[src/rtl/montacargas_cabina_emulador_pkg.sv]
// rtl/montacargas_cabina_emulador_pkg.sv - motor command encodings and floor-window helper
package montacargas_cabina_emulador_pkg;

  // Motor command encodings, shared with the Montacargas controller
  typedef enum logic [1:0] {
    MOTOR_STOP   = 2'b00,
    MOTOR_BAJAR  = 2'b01,
    MOTOR_SUBIR  = 2'b10,
    MOTOR_ILEGAL = 2'b11
  } motor_cmd_e;

  localparam int POS_W = 8;

  // True while pos lies within +/- mitad steps of centro
  function automatic logic en_ventana(input int pos, input int centro, input int mitad);
    int dif;
    dif = pos - centro;
    if (dif < 0) dif = -dif;
    return (dif <= mitad);
  endfunction

endpackage

[src/rtl/montacargas_cabina_emulador_generador_tick.sv]
// rtl/montacargas_cabina_emulador_generador_tick.sv - free-running prescaler with one-cycle tick
module montacargas_cabina_emulador_generador_tick #(
  parameter int DIV = 400000
) (
  input  logic clk_i,
  input  logic rst_i,
  output logic tick_o
);

  localparam int CW = (DIV > 1) ? $clog2(DIV) : 1;
  localparam logic [CW-1:0] TERM = CW'(DIV - 1);

  logic [CW-1:0] cnt_q, cnt_d;

  // Wrap to zero at terminal count, otherwise count up
  always_comb begin
    cnt_d = cnt_q + CW'(1);
    if (cnt_q == TERM) cnt_d = '0;
  end

  // Counter register, cleared by reset
  always_ff @(posedge clk_i) begin
    if (rst_i) cnt_q <= '0;
    else       cnt_q <= cnt_d;
  end

  assign tick_o = (cnt_q == TERM);

endmodule

[src/rtl/montacargas_cabina_emulador.sv]
// rtl/montacargas_cabina_emulador.sv - elevator shaft plant model producing floor limit switches
module montacargas_cabina_emulador
  import montacargas_cabina_emulador_pkg::*;
#(
  parameter int CLK_HZ          = 4000000,
  parameter int TICK_HZ         = 10,
  parameter int STEPS_PER_FLOOR = 100,
  parameter int SW_HALF         = 1,
  parameter int INIT_POS        = 0
) (
  input  logic             clockBase_4MHz,
  input  logic             reset,
  input  logic [1:0]       DriverMotor,
  output logic             FinalCarreraPiso1,
  output logic             FinalCarreraPiso2,
  output logic             FinalCarreraPiso3,
  output logic [POS_W-1:0] PosicionCabina,
  output logic             Moviendo,
  output logic             Falla
);

  localparam int               DIV       = CLK_HZ / TICK_HZ;
  localparam int               POS_MAX   = 2 * STEPS_PER_FLOOR;
  localparam logic [POS_W-1:0] POS_MAX_L = POS_W'(POS_MAX);
  localparam logic [POS_W-1:0] POS_INI_L = POS_W'(INIT_POS);

  // Parameter sanity: position must fit 8 bits, floor windows must not overlap
  if (POS_MAX > 255) begin : g_chk_pos_max
    $error("POS_MAX exceeds 8-bit position range");
  end
  if (2 * SW_HALF >= STEPS_PER_FLOOR) begin : g_chk_sw_half
    $error("SW_HALF too large: floor windows would overlap");
  end
  if (INIT_POS < 0 || INIT_POS > POS_MAX) begin : g_chk_init_pos
    $error("INIT_POS outside 0..POS_MAX");
  end

  logic             tick;
  logic [POS_W-1:0] pos_q, pos_d;
  logic             falla_q, falla_d;
  logic             moviendo_q, moviendo_d;
  logic [2:0]       fc_q, fc_d, fc_ini;
  motor_cmd_e       cmd;

  montacargas_cabina_emulador_generador_tick #(
    .DIV (DIV)
  ) u_tick (
    .clk_i  (clockBase_4MHz),
    .rst_i  (reset),
    .tick_o (tick)
  );

  assign cmd = motor_cmd_e'(DriverMotor);

  // Position stepping, end-stop saturation and sticky fault detection
  always_comb begin
    pos_d      = pos_q;
    falla_d    = falla_q;
    moviendo_d = 1'b0;
    case (cmd)
      MOTOR_SUBIR: begin
        moviendo_d = (pos_q < POS_MAX_L);
        if (tick) begin
          if (pos_q < POS_MAX_L) pos_d   = pos_q + POS_W'(1);
          else                   falla_d = 1'b1;
        end
      end
      MOTOR_BAJAR: begin
        moviendo_d = (pos_q != '0);
        if (tick) begin
          if (pos_q != '0) pos_d   = pos_q - POS_W'(1);
          else             falla_d = 1'b1;
        end
      end
      MOTOR_ILEGAL: falla_d = 1'b1;
      default: ;
    endcase
  end

  // Floor-window comparators against the current and the reset position
  always_comb begin
    fc_d   = '0;
    fc_ini = '0;
    for (int n = 0; n < 3; n++) begin
      fc_d[n]   = en_ventana(int'(pos_q), n * STEPS_PER_FLOOR, SW_HALF);
      fc_ini[n] = en_ventana(INIT_POS, n * STEPS_PER_FLOOR, SW_HALF);
    end
  end

  // State registers; reset reloads the initial position and its switch pattern
  always_ff @(posedge clockBase_4MHz) begin
    if (reset) begin
      pos_q      <= POS_INI_L;
      falla_q    <= 1'b0;
      moviendo_q <= 1'b0;
      fc_q       <= fc_ini;
    end else begin
      pos_q      <= pos_d;
      falla_q    <= falla_d;
      moviendo_q <= moviendo_d;
      fc_q       <= fc_d;
    end
  end

  assign PosicionCabina    = pos_q;
  assign Falla             = falla_q;
  assign Moviendo          = moviendo_q;
  assign FinalCarreraPiso1 = fc_q[0];
  assign FinalCarreraPiso2 = fc_q[1];
  assign FinalCarreraPiso3 = fc_q[2];

endmodule
[config.mk]
export PLATFORM = sky130hd
export DESIGN_NAME = montacargas_cabina_emulador
export DESIGN_NICKNAME = d
export VERILOG_FILES = /design/src/rtl/montacargas_cabina_emulador_pkg.sv /design/src/rtl/montacargas_cabina_emulador_generador_tick.sv /design/src/rtl/montacargas_cabina_emulador.sv
export SDC_FILE = /design/constraint.sdc
export NUM_CORES = 1
export LEC_CHECK = 0
export BUFFER_PORTS_ARGS = -buffer_cell sky130_fd_sc_hd__buf_4
export CAP_MARGIN = 15
export CORE_MARGIN = 2
export CORE_UTILIZATION = 55
export DETAILED_ROUTE_END_ITERATION = 8
export PLACE_DENSITY = 0.82
export SLEW_MARGIN = 20
export SYNTH_ARGS = -nofsm -noshare
export SYNTH_HDL_FRONTEND = slang
export SYNTH_SLANG_ARGS = --single-unit
[constraint.sdc]
create_clock -name clockBase_4MHz -period 3.1 [get_ports clockBase_4MHz]
set_input_delay 0.31 -clock clockBase_4MHz [delete_from_list [all_inputs] [get_ports clockBase_4MHz]]
set_output_delay 0.31 -clock clockBase_4MHz [all_outputs]
set_load 0.03 [all_outputs]
# == Yosys cells after proc, flatten, opt, wreduce, memory -nomap -nowiden ==
# Cells that the tools add are included.
# classes
add_sub_neg,8
order_cmp,7
eq_ne,10
mux,14
n_reduce_logical,6
# op_table
op,n
"32-bit by 2-bit <= comparator with 1-bit output, second input constant",3
32-bit two-way mux,3
9-bit negation with 32-bit output,2
8-bit two-way mux,4
8-bit negation with 32-bit output,1
"19-bit by 1-bit adder with 19-bit output, second input constant",1
"19-bit == test, second input constant",1
"9-bit by 1-bit < comparator with 1-bit output, second input constant",2
8-bit case mux with 2 select lines,1
"2-bit inequality test, second input constant",6
5-bit AND reduction,2
"8-bit by 7-bit subtractor with 9-bit output, second input constant",1
"8-bit by 8-bit subtractor with 9-bit output, second input constant",1
"8-bit by 1-bit adder with 8-bit output, second input constant",1
"8-bit by 1-bit < comparator with 1-bit output, second input constant",1
"8-bit < comparator, second input constant",1
8-bit nonzero test,1
"8-bit by 1-bit subtractor with 8-bit output, second input constant",1
"2-bit == test, second input constant",2
1-bit two-way mux,4
1-bit case mux with 3 select lines,1
3-bit nonzero test,1
"2-bit by 1-bit == test with 1-bit output, second input constant",1
1-bit case mux with 2 select lines,1
other kinds (2),2
# totals
ff_bits,32
inputBits,4
word_cells,50

# == Logic depth before layout (Yosys ltp) ==
# depth
depth_word,4
mapped_depth,9
ltp_nobuf,9

# == By module ==
# From an unflattened synthesis, not the netlist that was laid out.
# hier_totals
hier_cells,293
hier_area_um2,2399.8
# by_module_without_submodules
mod,instances,cells_each,area_per_inst_um2
montacargas_cabina_emulador,1,193,1502.7
montacargas_cabina_emulador_generador_tick,1,100,897.1

# == Worst setup path after synthesis ==
# OpenSTA, ideal clock, no wires.
# synth_timing
path_kind,register to register
start,"reg pos_q[0], in the netlist PosicionCabina[0]"
end,"reg pos_q[7], in the netlist PosicionCabina[7]"
setup_ps,71
arrival_time_ps,2466
required_ps,3029
setup_slack_ps,563
path_stages_with_launch,8
n_path_buf,1
cell_sequence,dfxtp_1 > clkbuf_1 > inv_1 > ha_1 > and4_1 > or4_4 > or4_1 > a21oi_1
# synth_via
elab_chain_cells,4
word_cells_on_any_way,12
cone_classes,add/sub (2); order compare (1); eq/ne (2); mux (5); reduce/logical (2)
# synth_rtl
element,line,source
"start, declared",montacargas_cabina_emulador.sv:39,"logic [POS_W-1:0] pos_q, pos_d;"
"start signal, assigned",montacargas_cabina_emulador.sv:98,pos_q <= pos_d;
8-bit by 1-bit subtractor with 8-bit output or 8-bit by 1-bit adder with 8-bit output (tied branches),"montacargas_cabina_emulador.sv:71, montacargas_cabina_emulador.sv:64",
"8-bit two-way mux, on equally long branches","montacargas_cabina_emulador.sv:71, montacargas_cabina_emulador.sv:64",
"8-bit two-way mux, on equally long branches","montacargas_cabina_emulador.sv:70, montacargas_cabina_emulador.sv:63",
8-bit case mux with 2 select lines,montacargas_cabina_emulador.sv:60,case (cmd)
# Several ways; a longest one is shown, not always the timed one. The select of a mux whose other input is x is not followed.
# A chain may end at the register's enable or synchronous reset.

# == Final worst setup path ==
# Ends and elaborated chain as after synthesis.

==> metrics.txt <==
GR Overflow Total 0; Yosys top cell by area dfxtp_1; EDFF count, synth 0; Main synth FF type dfxtp_1; Max Slew Vio Count 0; initial antenna violation count 0; CTS tree built; Synth Register Bits 32; DP Worst Slack 0.538 ns; CP max stage delay 0.59 ns; Fin. Hold Viols 0; Sink Count 32; WL met1 2400 um; total power between 0.8 and 0.9 mW; drt initial violations 194; run status finished, final reports clean; Initial Util about 58%; antenna cells 0; setup ws final 0.497 ns; YS warnings 0; crit-path cells inv_1 > ha_1 > and4_1 > or4_4 > or4_1 > a21oi_1; min Tclk post-route 2.60 ns; CP required 3.34 ns; CP max FO 14; slowest cell on the critical path dfxtp_1; HPWL Detailed about 3800 um; multi-input logic area between 1500 and 2000 um2; sequential cell area 641 um2; top cells by count, synth nor2_1, dfxtp_1, inv_1; Total Wirelength 5120 um; Die Wd 68.9 um; final antenna-violating net count 0; I/O pin count 17; number of port buffers 16; critical path class flip-flop to flip-flop; PD cells 337 nW/um2; Critical Path AT 2.84 ns; RSZ-0062 raised after global routing false; Peak VDD IR 0.486 mV; Resized cells post-CTS 0; met3 wire len 218 um; Final setup viols 0; CP bufs+invs 1; Vias/cell 5.85; first-pass GRT wire length around 8500 um; Mapped Nets just over 300; share of cells above drive strength 1 about 14%; syn_area_per_cell 8.13 um2; # rows 23; Worst-path clk slew 0.08 ns; Max-Cap Viols 0; postcts setup bufs 0; most common cell in the netlist nor2_1; CTS H-tree depth 2; LEAKAGE 1.01 nW; Wirelength per Cell about 15 um; root cell of the clock tree clkbuf_8; clock skew 0.0120 ns; number of CTS-inserted buffers 5; Layout Nets 325; cell family with most CP delay simple AND/OR/NAND/NOR gates; RePlAce Congestion 0.859; DRT Pass-1 Iters 6; DR vias 2058; Yosys top cell area share about 28%; die height 68.9 um; filler instances approximately 350; library cells used by synthesis 60; CTS Buffer Depth 2; core area 4030 um2; Slew @ Worst Pin 0.943 ns; async set-reset flop share out of synthesis 0%; ranking of synthesized cells by area dfxtp_1, ha_1, xor2_1; cell area after synthesis 2320 um2; Hold Crit Class input pin to flip-flop; CTS Hold Bufs 0; Setup crit end kind flip-flop; Seq/Total Area, Yosys 27.6%; Syn Inst Count 285; DR WL met2 2440 um; max_slew headroom 36.3%; # DRC 0; die footprint 4750 um2; Total GRT Usage 23.9%; Period Utilization, post-route around 84%; total negative slack 0 ns; top layer in use met4; area delta synth->final 12.1%; vias in the first global route 1918; Clock Latency Late Sink ~0.3 ns; startpoint class of the critical path flip-flop; FMAX 384 MHz; largest net degree at the start of global routing 18
## flip-flops by register name (all words and copies together), names as in the netlist
| signal | count |
|---|---|
| fc_q | 3 |
| PosicionCabina | 8 |
| Moviendo | 1 |
| u_tick.cnt_q | 19 |
| Falla | 1 |
## cell usage in the layout (no fill, tap or decap), drive strengths merged, types with 2 or more instances in the layout
master / netlist / routed
a21oi: 13 / 13
o21ai: 11 / 11
ha: 19 / 19
or3: 3 / 3
a21boi: 2 / 2
dfxtp: 32 / 32
inv: 20 / 20
nor2: 34 / 34
nand4: 6 / 6
or4: 2 / 2
nand2: 14 / 14
a21o: 3 / 3
a211oi: 4 / 4
nand2b: 6 / 6
nor2b: 4 / 4
xor2: 15 / 15
a41oi: 2 / 2
a31oi: 5 / 5
nor3: 4 / 4
mux2i: 4 / 4
and3: 3 / 3
nand3b: 3 / 3
xnor2: 13 / 13
a22o: 2 / 2
and4: 4 / 4
nor3b: 3 / 3
nor4: 5 / 5
buf: 1 / 20
o31a: 3 / 3
nand3: 12 / 12
clkbuf: 10 / 5
## per-layer routing
layer  global-route usage, %  vias up
li1                        -     1046
met1                    28.5      958
met2                    42.3       48
met3                    5.52        6
met4                    7.60        0
met5                       0        -
## area by class of cell
type,count,share of cell area [%]
repair buffers,20,5.77
multi-input cells,222,60.0
inverters,20,2.89
flip-flops and latches,32,24.6
well taps,50,2.41
clock buffers,5,2.65
clock inverters,3,1.64
## worst register-to-register path, cell delays in order (launching register included)
cell and delay (ns):
dfxtp_1 0.59, inv_1 0.16, ha_1 0.40, and4_1 0.29
or4_4 0.45, or4_1 0.51, a21oi_1 0.14
## logic make-up after synthesis
| logic type | share of synthesized area, % |
|---|---|
| buffers and inverters | 5.07 |
| XOR/XNOR | 10.6 |
| AO/OA/AOI/OAI | 17.3 |
| adder cells (fa/ha/maj) | 11.1 |
| flip-flops | 27.6 |
| multiplexers | 2.21 |
| AND/OR/NAND/NOR | 26.1 |
## power by group
group / internal, mW / total, mW / switching (mW)
clock network: 0.238 / 0.402 / 0.164
registers: 0.416 / 0.421 / 0.00477
logic: 0.0223 / 0.0541 / 0.0318
## worst paths after layout
check	from	end	slack (ns)	depth (start not counted)
max	PosicionCabina[0]$_SDFFE_PP0P_	PosicionCabina[7]$_SDFFE_PP0P_	0.50	6
min	reset	PosicionCabina[7]$_SDFFE_PP0P_	0.31	2
max reg2reg	PosicionCabina[0]$_SDFFE_PP0P_	PosicionCabina[7]$_SDFFE_PP0P_	0.50	6
min reg2reg	Falla$_SDFFE_PP0P_	Falla$_SDFFE_PP0P_	0.47	2
## per-stage QoR
stage	area [um2]	utilization (%)	instances	hold WS (ns)
2_1_floorplan	2320	-	285	0.383
3_3_place_gp	2490	61.8	344	0.439
3_5_place_dp	2490	61.8	344	0.454
4_1_cts	2600	64.5	352	0.304
5_1_grt	2600	64.5	352	0.318
6_report	2600	64.5	352	0.308
Note: power is estimated with default switching activity, not from simulation.
